[src/rtl/axi_bridge_pkg.sv]
// Shared definitions for the SRAM-like to AXI bridge: FSM encodings,
// single-beat AXI constants and the write-strobe decode.
package axi_bridge_pkg;

  typedef enum logic [1:0] {
    R_IDLE = 2'd0,
    R_AR   = 2'd1,
    R_DATA = 2'd2
  } rstate_t;

  typedef enum logic [1:0] {
    W_IDLE = 2'd0,
    W_REQ  = 2'd1,
    W_B    = 2'd2
  } wstate_t;

  localparam logic [7:0] AXI_LEN_SINGLE = 8'd0;
  localparam logic [1:0] AXI_BURST_INCR = 2'b01;
  localparam logic [3:0] AXI_ID_INST    = 4'd0;
  localparam logic [3:0] AXI_ID_DATA    = 4'd1;

  // SRAM-like size code (0/1/2 = 1/2/4 bytes) maps directly onto AXI size
  function automatic logic [2:0] axi_size(input logic [1:0] size);
    return {1'b0, size};
  endfunction

  // Byte lanes touched by an access of the given size at the given offset
  function automatic logic [3:0] wstrb_decode(input logic [1:0] size,
                                              input logic [1:0] offset);
    logic [3:0] strb;
    case (size)
      2'd0:    strb = 4'b0001 << offset;
      2'd1:    strb = 4'b0011 << offset;
      default: strb = 4'b1111;
    endcase
    return strb;
  endfunction

endpackage

[src/rtl/sram_like_axi_bridge.sv]
// Bridges an instruction and a data SRAM-like port onto one AXI master.
// Independent read and write FSMs, one transaction outstanding on each,
// all bursts single-beat. Data reads hitting the in-flight write word wait.
module sram_like_axi_bridge
  import axi_bridge_pkg::*;
(
  input  logic        clk,
  input  logic        resetn,
  // instruction port
  input  logic        inst_req,
  input  logic        inst_wr,
  input  logic [1:0]  inst_size,
  input  logic [31:0] inst_addr,
  input  logic [31:0] inst_wdata,
  output logic [31:0] inst_rdata,
  output logic        inst_addr_ok,
  output logic        inst_data_ok,
  // data port
  input  logic        data_req,
  input  logic        data_wr,
  input  logic [1:0]  data_size,
  input  logic [31:0] data_addr,
  input  logic [31:0] data_wdata,
  output logic [31:0] data_rdata,
  output logic        data_addr_ok,
  output logic        data_data_ok,
  // AXI read address
  output logic [3:0]  arid,
  output logic [31:0] araddr,
  output logic [7:0]  arlen,
  output logic [2:0]  arsize,
  output logic [1:0]  arburst,
  output logic [1:0]  arlock,
  output logic [3:0]  arcache,
  output logic [2:0]  arprot,
  output logic        arvalid,
  input  logic        arready,
  // AXI read data
  input  logic [3:0]  rid,
  input  logic [31:0] rdata,
  input  logic [1:0]  rresp,
  input  logic        rlast,
  input  logic        rvalid,
  output logic        rready,
  // AXI write address
  output logic [3:0]  awid,
  output logic [31:0] awaddr,
  output logic [7:0]  awlen,
  output logic [2:0]  awsize,
  output logic [1:0]  awburst,
  output logic [1:0]  awlock,
  output logic [3:0]  awcache,
  output logic [2:0]  awprot,
  output logic        awvalid,
  input  logic        awready,
  // AXI write data
  output logic [3:0]  wid,
  output logic [31:0] wdata,
  output logic [3:0]  wstrb,
  output logic        wlast,
  output logic        wvalid,
  input  logic        wready,
  // AXI write response
  input  logic [3:0]  bid,
  input  logic [1:0]  bresp,
  input  logic        bvalid,
  output logic        bready
);

  rstate_t r_state;
  wstate_t w_state;
  logic    r_owner_data;
  logic    data_ok_pend;

  logic data_rd_req, data_wr_req, raw_hazard;
  logic rd_data_go, rd_inst_go, wr_go;
  logic r_hs, b_hs;

  // Read-only inst port, single ID space and ignored responses
  logic unused_inputs;
  assign unused_inputs = ^{inst_wr, inst_wdata, rid, rresp, rlast, bid, bresp};

  assign arlen   = AXI_LEN_SINGLE;
  assign arburst = AXI_BURST_INCR;
  assign arlock  = '0;
  assign arcache = '0;
  assign arprot  = '0;
  assign awid    = AXI_ID_DATA;
  assign awlen   = AXI_LEN_SINGLE;
  assign awburst = AXI_BURST_INCR;
  assign awlock  = '0;
  assign awcache = '0;
  assign awprot  = '0;
  assign wid     = AXI_ID_DATA;
  assign wlast   = 1'b1;

  assign r_hs = rready & rvalid;
  assign b_hs = bready & bvalid;

  // Request arbitration: data read beats inst, reads to the pending write word wait
  always_comb begin
    data_rd_req  = data_req & ~data_wr;
    data_wr_req  = data_req & data_wr;
    raw_hazard   = (w_state != W_IDLE) && (data_addr[31:2] == awaddr[31:2]);
    rd_data_go   = (r_state == R_IDLE) && data_rd_req && !raw_hazard;
    rd_inst_go   = (r_state == R_IDLE) && inst_req && !rd_data_go;
    wr_go        = (w_state == W_IDLE) && data_wr_req;
    inst_addr_ok = rd_inst_go;
    data_addr_ok = rd_data_go | wr_go;
  end

  // Read FSM: latch owner and AR payload, run AR then R, capture rdata
  always_ff @(posedge clk) begin
    if (!resetn) begin
      r_state      <= R_IDLE;
      r_owner_data <= 1'b0;
      arid         <= '0;
      araddr       <= '0;
      arsize       <= '0;
      arvalid      <= 1'b0;
      rready       <= 1'b0;
      inst_rdata   <= '0;
      data_rdata   <= '0;
    end else begin
      case (r_state)
        R_IDLE: begin
          if (rd_data_go || rd_inst_go) begin
            r_owner_data <= rd_data_go;
            arid         <= rd_data_go ? AXI_ID_DATA : AXI_ID_INST;
            araddr       <= rd_data_go ? data_addr : inst_addr;
            arsize       <= axi_size(rd_data_go ? data_size : inst_size);
            arvalid      <= 1'b1;
            r_state      <= R_AR;
          end
        end
        R_AR: begin
          if (arready) begin
            arvalid <= 1'b0;
            rready  <= 1'b1;
            r_state <= R_DATA;
          end
        end
        R_DATA: begin
          if (rvalid) begin
            rready <= 1'b0;
            if (r_owner_data) data_rdata <= rdata;
            else              inst_rdata <= rdata;
            r_state <= R_IDLE;
          end
        end
        default: r_state <= R_IDLE;
      endcase
    end
  end

  // Write FSM: AW and W issued together, each dropped on its own handshake
  always_ff @(posedge clk) begin
    if (!resetn) begin
      w_state <= W_IDLE;
      awaddr  <= '0;
      awsize  <= '0;
      awvalid <= 1'b0;
      wdata   <= '0;
      wstrb   <= '0;
      wvalid  <= 1'b0;
      bready  <= 1'b0;
    end else begin
      case (w_state)
        W_IDLE: begin
          if (wr_go) begin
            awaddr  <= data_addr;
            awsize  <= axi_size(data_size);
            wdata   <= data_wdata;
            wstrb   <= wstrb_decode(data_size, data_addr[1:0]);
            awvalid <= 1'b1;
            wvalid  <= 1'b1;
            w_state <= W_REQ;
          end
        end
        W_REQ: begin
          if (awready) awvalid <= 1'b0;
          if (wready)  wvalid  <= 1'b0;
          if ((!awvalid || awready) && (!wvalid || wready)) begin
            bready  <= 1'b1;
            w_state <= W_B;
          end
        end
        W_B: begin
          if (bvalid) begin
            bready  <= 1'b0;
            w_state <= W_IDLE;
          end
        end
        default: w_state <= W_IDLE;
      endcase
    end
  end

  // Completion pulses; a data read and a write finishing together are
  // reported on consecutive cycles so the data port sees both.
  always_ff @(posedge clk) begin
    if (!resetn) begin
      inst_data_ok <= 1'b0;
      data_data_ok <= 1'b0;
      data_ok_pend <= 1'b0;
    end else begin
      inst_data_ok <= r_hs & ~r_owner_data;
      data_data_ok <= (r_hs & r_owner_data) | b_hs | data_ok_pend;
      data_ok_pend <= r_hs & r_owner_data & b_hs;
    end
  end

endmodule

[config.mk]
export PLATFORM = sky130hd
export DESIGN_NAME = sram_like_axi_bridge
export DESIGN_NICKNAME = d
export VERILOG_FILES = /design/src/rtl/axi_bridge_pkg.sv /design/src/rtl/sram_like_axi_bridge.sv
export SDC_FILE = /design/constraint.sdc
export NUM_CORES = 1
export LEC_CHECK = 0
export ABC_CLOCK_PERIOD_IN_PS = 2400
export CAP_MARGIN = 10
export CORE_AREA = 8 8 156 158
export CTS_BUF_LIST = sky130_fd_sc_hd__clkbuf_4
export CTS_CLUSTER_DIAMETER = 100
export DETAILED_ROUTE_END_ITERATION = 8
export DIE_AREA = 0 0 164 166
export HOLD_SLACK_MARGIN = 0.05
export PLACE_DENSITY = 0.73
export SYNTH_ARGS = -nofsm -noshare
export SYNTH_HDL_FRONTEND = slang
export SYNTH_SLANG_ARGS = --single-unit
export TNS_END_PERCENT = 20
[constraint.sdc]
create_clock -name clk -period 2.4 [get_ports clk]
set_clock_uncertainty 0.1 [all_clocks]
set_input_delay 0.6 -clock clk [delete_from_list [all_inputs] [get_ports clk]]
set_output_delay 0.6 -clock clk [all_outputs]
set_load 0.02 [all_outputs]
==> run metrics, run 1 <==
pwr dens 556 mW/mm2; number of synthesized flops with an enable pin 0; Synth top area share 47.8%; Core Box Area 0.0221 mm2; Core Rows 55; Initial Utilization 34.3%; post-synthesis sequential area ratio 47.8%; top cells by count, synth nand2_1 (302), dfxtp_1 (181), a21oi_1 (140); final WL 26,700 um; worst setup margin -0.552 ns; share of cells above drive strength 1 8.92%; final setup TNS -1.07 ns; CP Max Fanout 3; final std cells w/o fill 1,574; switching share of power 32.7%; YS warnings 0; port bufs 319; Setup violations, final 2; die width 164 um; WP data required 1.70 ns; Yosys top cell by area dfxtp_1; Total GRT Usage 19.0%; Syn Std Cell Area 0.00758 mm2; post-synthesis cell count 940; outcome finished with violations; met3 Use GR 6.64%; HP Start data_addr[15]; Power Internal 4310 uW; Area growth syn-to-layout 52.3%; Setup WS pre-CTS -1.32 ns; Final ANT Viol Nets 0; Seq cells post-synth 181; design area 0.0115 mm2; f_max 339 MHz; routed length per instance 16.9 um; Psw 2100 uW; CP endpoint kind output pin; Final nets 1,464; ys async rst share 0%; syn avg cell area 8.06 um2; CP Class input pin to output pin; deepest clock path buffer count 2; worst-margin pin slew 0.794 ns; GPL Wtd Cong 0.790; gr ovfl total 0; Slew HR 47.0%; cell leakage power 0.00461 uW; antenna violations before repair 1; RSZ-0062 raised after global routing yes; Hold Path Class input pin to flop; Clock Latency Late Sink 0.55 ns; Worst EP arrival 2.25 ns; Worst setup SP type input pin; CTS tree yes; initial DRC count 459; DR pass1 iterations 4; Hold Slack 0.354 ns; via count 7,385; Residual DRC 0; Tcrit/Tclk final 123%; final hold vios 0; Final Slew Violations 0; peak supply drop 0.305 mV; placed cell count 1,541; clock power share 26.1%; HPWL Detailed 19,900 um; Netlist cell types 33; number of max-cap violations 0; Top FF cell, synth dfxtp_1; M2 GR Usage 32.5%; io pins 418; hold buffers post-CTS 0; n_diodes 0; first-pass GRT wire length 41,000 um; Die Area 0.0272 mm2; Gate power share 23.1%; die height 166 um; Num CTS Buffers 17; share of power burned in registers 50.8%; Worst-path clk slew 0.18 ns; clk root buf clkbuf_4; failing checks negative setup slack; most frequent cell after synthesis nand2_1; Max H-tree Level 4; fin crit period 2.95 ns; Via density 4.69; met1 Resource Use GR 22.1%; worst r2r src awaddr[18]$_SDFFE_PN0P_; area of placed instances 0.0112 mm2; clk sink count 181; Top Usage Layer GRT met2; Setup crit start data_addr[19]; top post-synthesis cells by area dfxtp_1 (48%), nand2_1 (15%), a21oi_1 (9.2%); largest net degree at the start of global routing 80; vias in the first global route 7,361
==> cell families (layout without fill, tap and decap cells) <==
kind of cell | count (synthesis) | count (layout) | share of synthesized area, %
XOR/XNOR | 30 | 30 | 3.47
multiplexers | 36 | 36 | 4.77
buffers and inverters | 123 | 422 | 9.05
AO/OA/AOI/OAI | 186 | 186 | 13.7
flip-flops | 181 | 181 | 47.8
other | 2 | 52 | 0.0991
AND/OR/NAND/NOR | 382 | 382 | 21.1
==> power by group through the flow <==
stage | combinational [uW] | clock, uW | sequential (uW)
global placement | 1490 | 0 | 3320
floorplan | 571 | 0 | 3500
CTS | 1500 | 1740 | 3260
finish | 1480 | 1680 | 3260
global route | 1590 | 1880 | 3280
detailed placement | 1500 | 0 | 3320
==> path summary, 6_finish.rpt <==
path	end	slack, ns	cells past startpoint
min	araddr[15]$_SDFFE_PN0P_	0.35	3
max	data_addr_ok	-0.55	8
min reg2reg	wdata[26]$_SDFFE_PN0P_	0.36	2
max reg2reg	arvalid$_SDFFE_PN0P_	0.24	8
==> placed cells by master (no fill, tap or decap), drive strengths merged <==
cell / instances
nor3: 3
or2: 1
inv: 14
nand3: 5
mux2i: 35
mux2: 1
nor2b: 5
nand2: 302
nor3b: 2
a21oi: 140
o21ai: 3
clkinv: 6
clkdlybuf4s50: 266
nor4b: 1
o31a: 2
and3: 2
dlymetal6s2s: 12
nand4: 2
o21a: 2
conb: 52
dfxtp: 181
nor4: 8
o21bai: 1
buf: 68
o22a: 1
a31oi: 3
xor2: 30
nor2: 15
clkbuf: 17
o211ai: 34
nand2b: 35
or3: 1
clkinvlp: 1
dlygate4sd2: 38
==> state kept, by name (all words and copies together) (netlist names) <==
name          cells
r_owner_data      1
awsize            2
araddr           32
wstrb             4
data_data_ok      1
awaddr           32
arsize            2
rready            1
arvalid           1
data_ok_pend      1
data_rdata       32
r_state           2
inst_data_ok      1
w_state           2
inst_rdata       32
bready            1
awvalid           1
wdata            32
wvalid            1
==> repair_timing <==
action / CTS / global route
buffers inserted: 1 / 0
endpoints found under the setup margin: 26 / 14
pin swaps: 9 / 0
resized for setup: 59 / 12
==> per-layer routing <==
| metal | share of wire, % | up-vias | routed length, um |
|---|---|---|---|
| met1 | 41 | 3420 | 10900 |
| met4 | 1.6 | 2 | 416 |
| met3 | 9.4 | 24 | 2510 |
| met2 | 48 | 294 | 12900 |
| li1 | - | 3645 | - |
| met5 | 0.041 | - | 11 |
==> area by class of cell <==
| class | instances | area, um2 |
|---|---|---|
| clock buffers | 17 | 128 |
| clock inverters | 15 | 139 |
| fillers | 2107 | 10600 |
| inverters | 6 | 25.0 |
| multi-input cells | 686 | 3510 |
| flip-flops and latches | 181 | 3630 |
| well taps | 285 | 357 |
| repair buffers | 384 | 3750 |
==> per-stage QoR <==
| step | utilization (%) | power, uW |
|---|---|---|
| finish | 52.2 | 6410 |
| global route | 52.2 | 6750 |
| CTS | 52.1 | 6500 |
| detailed placement | 50.9 | 4820 |
| global placement | 50.9 | 4810 |
| floorplan | - | 4070 |
==> critical path, stage by stage <==
cell and delay [ns]:
clkdlybuf4s50_1 0.45, xor2_1 0.16, nor4_2 0.24, buf_4 0.15, nand4_1 0.10, o21a_4 0.25
nand2b_4 0.16, buf_6 0.13
Note: power is estimated with default switching activity, not from simulation.
==> run 2: changes to the inputs <==
--- a/config.mk
+++ b/config.mk
@@ -7,13 +7,12 @@
 export LEC_CHECK = 0
 export ABC_CLOCK_PERIOD_IN_PS = 2400
 export CAP_MARGIN = 10
-export CORE_AREA = 8 8 156 158
+export CORE_AREA = 2 2 163 165
 export CTS_BUF_LIST = sky130_fd_sc_hd__clkbuf_4
 export CTS_CLUSTER_DIAMETER = 100
 export DETAILED_ROUTE_END_ITERATION = 8
-export DIE_AREA = 0 0 164 166
+export DIE_AREA = 0 0 165 167
 export HOLD_SLACK_MARGIN = 0.05
-export PLACE_DENSITY = 0.73
 export SYNTH_ARGS = -nofsm -noshare
 export SYNTH_HDL_FRONTEND = slang
 export SYNTH_SLANG_ARGS = --single-unit
==> run 2 against run 1 <==
Net effect: the flow still finishes with violations (negative setup slack); first-iteration DRC count shrank 20%; critical endpoint unchanged; flip-flop and latch count is the same; via count is essentially flat.
==> run metrics, run 2 (synthesized netlist as in run 1, its figures left out) <==
die height 167 um (+0.60%); peak supply drop 0.276 mV (-9.4%); Via density 4.51 (-3.9%); worst setup margin -0.618 ns (-0.0656 ns); io pins 418 (unchanged); Worst setup SP type input pin; clk root buf clkbuf_4; fin util 46.0% (-6.3 points); WP data required 1.70 ns (about the same); Core Rows 59 (+7.3%); Max H-tree Level 4 (unchanged); Final Slew Violations 0 (unchanged); gr ovfl total 0 (unchanged); DR pass1 iterations 6 (+2); routed length per instance 15.7 um (-7.4%); design area 0.0118 mm2 (+2.6%); Clock Latency Late Sink 0.57 ns (+0.02 ns); via count 7,378 (-0.095%); area of placed instances 0.0114 mm2 (+1.8%); clk sink count 181 (unchanged); initial DRC count 365 (-20%); RSZ-0062 raised after global routing yes; final std cells w/o fill 1,637 (+4.0%); R2R Setup Slk 0.29 ns (+0.05 ns); CP Class input pin to output pin; worst r2r src awaddr[10]$_SDFFE_PN0P_; largest net degree at the start of global routing 74 (-7.5%); FILL cells 2,600 (+23%); Total GRT Usage 18.3% (-0.71 points); port bufs 319 (unchanged); HP Start wdata[5]$_SDFFE_PN0P_; Worst-path clk slew 0.16 ns (-0.02 ns); final hold vios 0 (unchanged); Residual DRC 0 (unchanged); Register Area 0.00363 mm2 (about the same); Hold Path End wdata[5]$_SDFFE_PN0P_; GPL Wtd Cong 0.775 (-1.9%); hold buffers post-CTS 0 (unchanged); fin crit period 3.02 ns (+0.0656 ns); f_max 331 MHz (-2.2%); commonest non-fill, non-tap cell in the layout nand2_1; outcome finished with violations; final setup TNS -1.21 ns (-0.136 ns); RR Endpoint r_state[0]$_SDFFE_PN0P_; die width 165 um (+0.61%); Hold Path Class flop to flop; antenna violations before repair 0 (-1); vias in the first global route 6,992 (-5.0%); Final ANT Viol Nets 0 (unchanged); worst r2r path cells 6 (-2); worst-margin pin slew 0.721 ns (-0.0734 ns); Initial Utilization 29.4% (-4.9 points); failing checks negative setup slack; deepest clock path buffer count 2 (unchanged); most frequent cells in the layout nand2_1 (302), clkdlybuf4s50_1 (257), dfxtp_1 (179), a21oi_1 (140), buf_4 (68); Core Box Area 0.0258 mm2 (+17%); pwr dens 556 mW/mm2 (about the same); number of max-cap violations 0 (unchanged); first-pass GRT wire length 39,300 um (-4.2%); final WL 25,700 um (-3.7%); cell leakage power 0.00493 uW (+7.1%); placed cell count 1,605 (+4.2%); area of the multi-input gates 0.00354 mm2 (+0.71%); Worst EP arrival 2.32 ns (+0.07 ns); n_diodes 0 (unchanged); Final nets 1,477 (+0.89%); CTS tree yes; Slew HR 51.9% (+4.9 points); share of cells above drive strength 1 9.83% (+0.91 points); Area growth syn-to-layout 56.3%; Tcrit/Tclk final 126% (+2.7 points); Die Area 0.0276 mm2 (+1.2%); Setup WS pre-CTS -1.36 ns (-0.0418 ns); Setup violations, final 2 (unchanged); CP endpoint kind output pin; Num CTS Buffers 17 (unchanged); worst hold path depth 2 (-1); CP Max Fanout 5 (+2); HPWL Detailed 18,700 um (-6.2%)
-- run 2: metal layers --
metal / global-route usage (%) / wire length [um]
met5: 0 / 0
met4: 4.31 / 277
met3: 6.60 / 2280
met2: 31.2 / 12500
met1: 21.7 / 10700
-- run 2: final cells by class --
class | count | share of cell area, %
Timing Repair Buffer | 397 | 33.1
Sequential cell | 181 | 30.6
Multi-Input combinational cell | 686 | 29.9
Tap cell | 335 | 3.54
Clock inverter | 15 | 1.52
Clock buffer | 17 | 1.08
Inverter | 6 | 0.211
-- run 2: stage by stage --
stage	hold slack [ns]	total power, uW
after floorplan	0.365	4070
after global placement	0.342	4840
after detailed placement	0.346	4850
after CTS	0.279	6700
after global routing	0.288	6940
final	0.364	6580
-- run 2: worst max path at each step --
stage,from,endpoint,cells past startpoint
2_1_floorplan,data_addr[4],data_addr_ok,6
3_3_place_gp,data_addr[10],inst_addr_ok,8
3_5_place_dp,data_addr[10],inst_addr_ok,8
4_1_cts,awaddr[20]$_SDFFE_PN0P_,data_addr_ok,7
5_1_grt,awaddr[10]$_SDFFE_PN0P_,data_addr_ok,6
6_report,data_addr[26],data_addr_ok,7
-- run 2: report_power, final --
group / switching (uW) / total [uW] / internal (uW) / leakage, uW
clock network: 1320 / 1820 / 496 / 0.000160
registers: 92.2 / 3260 / 3160 / 0.00148
logic: 791 / 1500 / 714 / 0.00330
-- run 2: critical path, stage by stage --
cell and delay (ns):
clkdlybuf4s50_1 0.47, xor2_1 0.17, nor4_2 0.32, nand4_1 0.19, o21a_4 0.29, nand2b_4 0.14, buf_6 0.13
-- run 2: timing repair --
| action | in CTS | in global routing |
|---|---|---|
| endpoints found under the setup margin | 33 | 27 |
| pin swaps | 2 | 3 |
| resized for setup | 52 | 32 |
| buffers inserted | 1 | 0 |
==> run 3: changes to the inputs <==
--- a/config.mk
+++ b/config.mk
@@ -9,10 +9,10 @@
 export CAP_MARGIN = 10
 export CORE_AREA = 2 2 163 165
 export CTS_BUF_LIST = sky130_fd_sc_hd__clkbuf_4
-export CTS_CLUSTER_DIAMETER = 100
 export DETAILED_ROUTE_END_ITERATION = 8
 export DIE_AREA = 0 0 165 167
 export HOLD_SLACK_MARGIN = 0.05
+export SLEW_MARGIN = 20
 export SYNTH_ARGS = -nofsm -noshare
 export SYNTH_HDL_FRONTEND = slang
 export SYNTH_SLANG_ARGS = --single-unit
==> results of run 3 <==
Same layout as run 2: the final DEF is identical, and so are final timing and power.
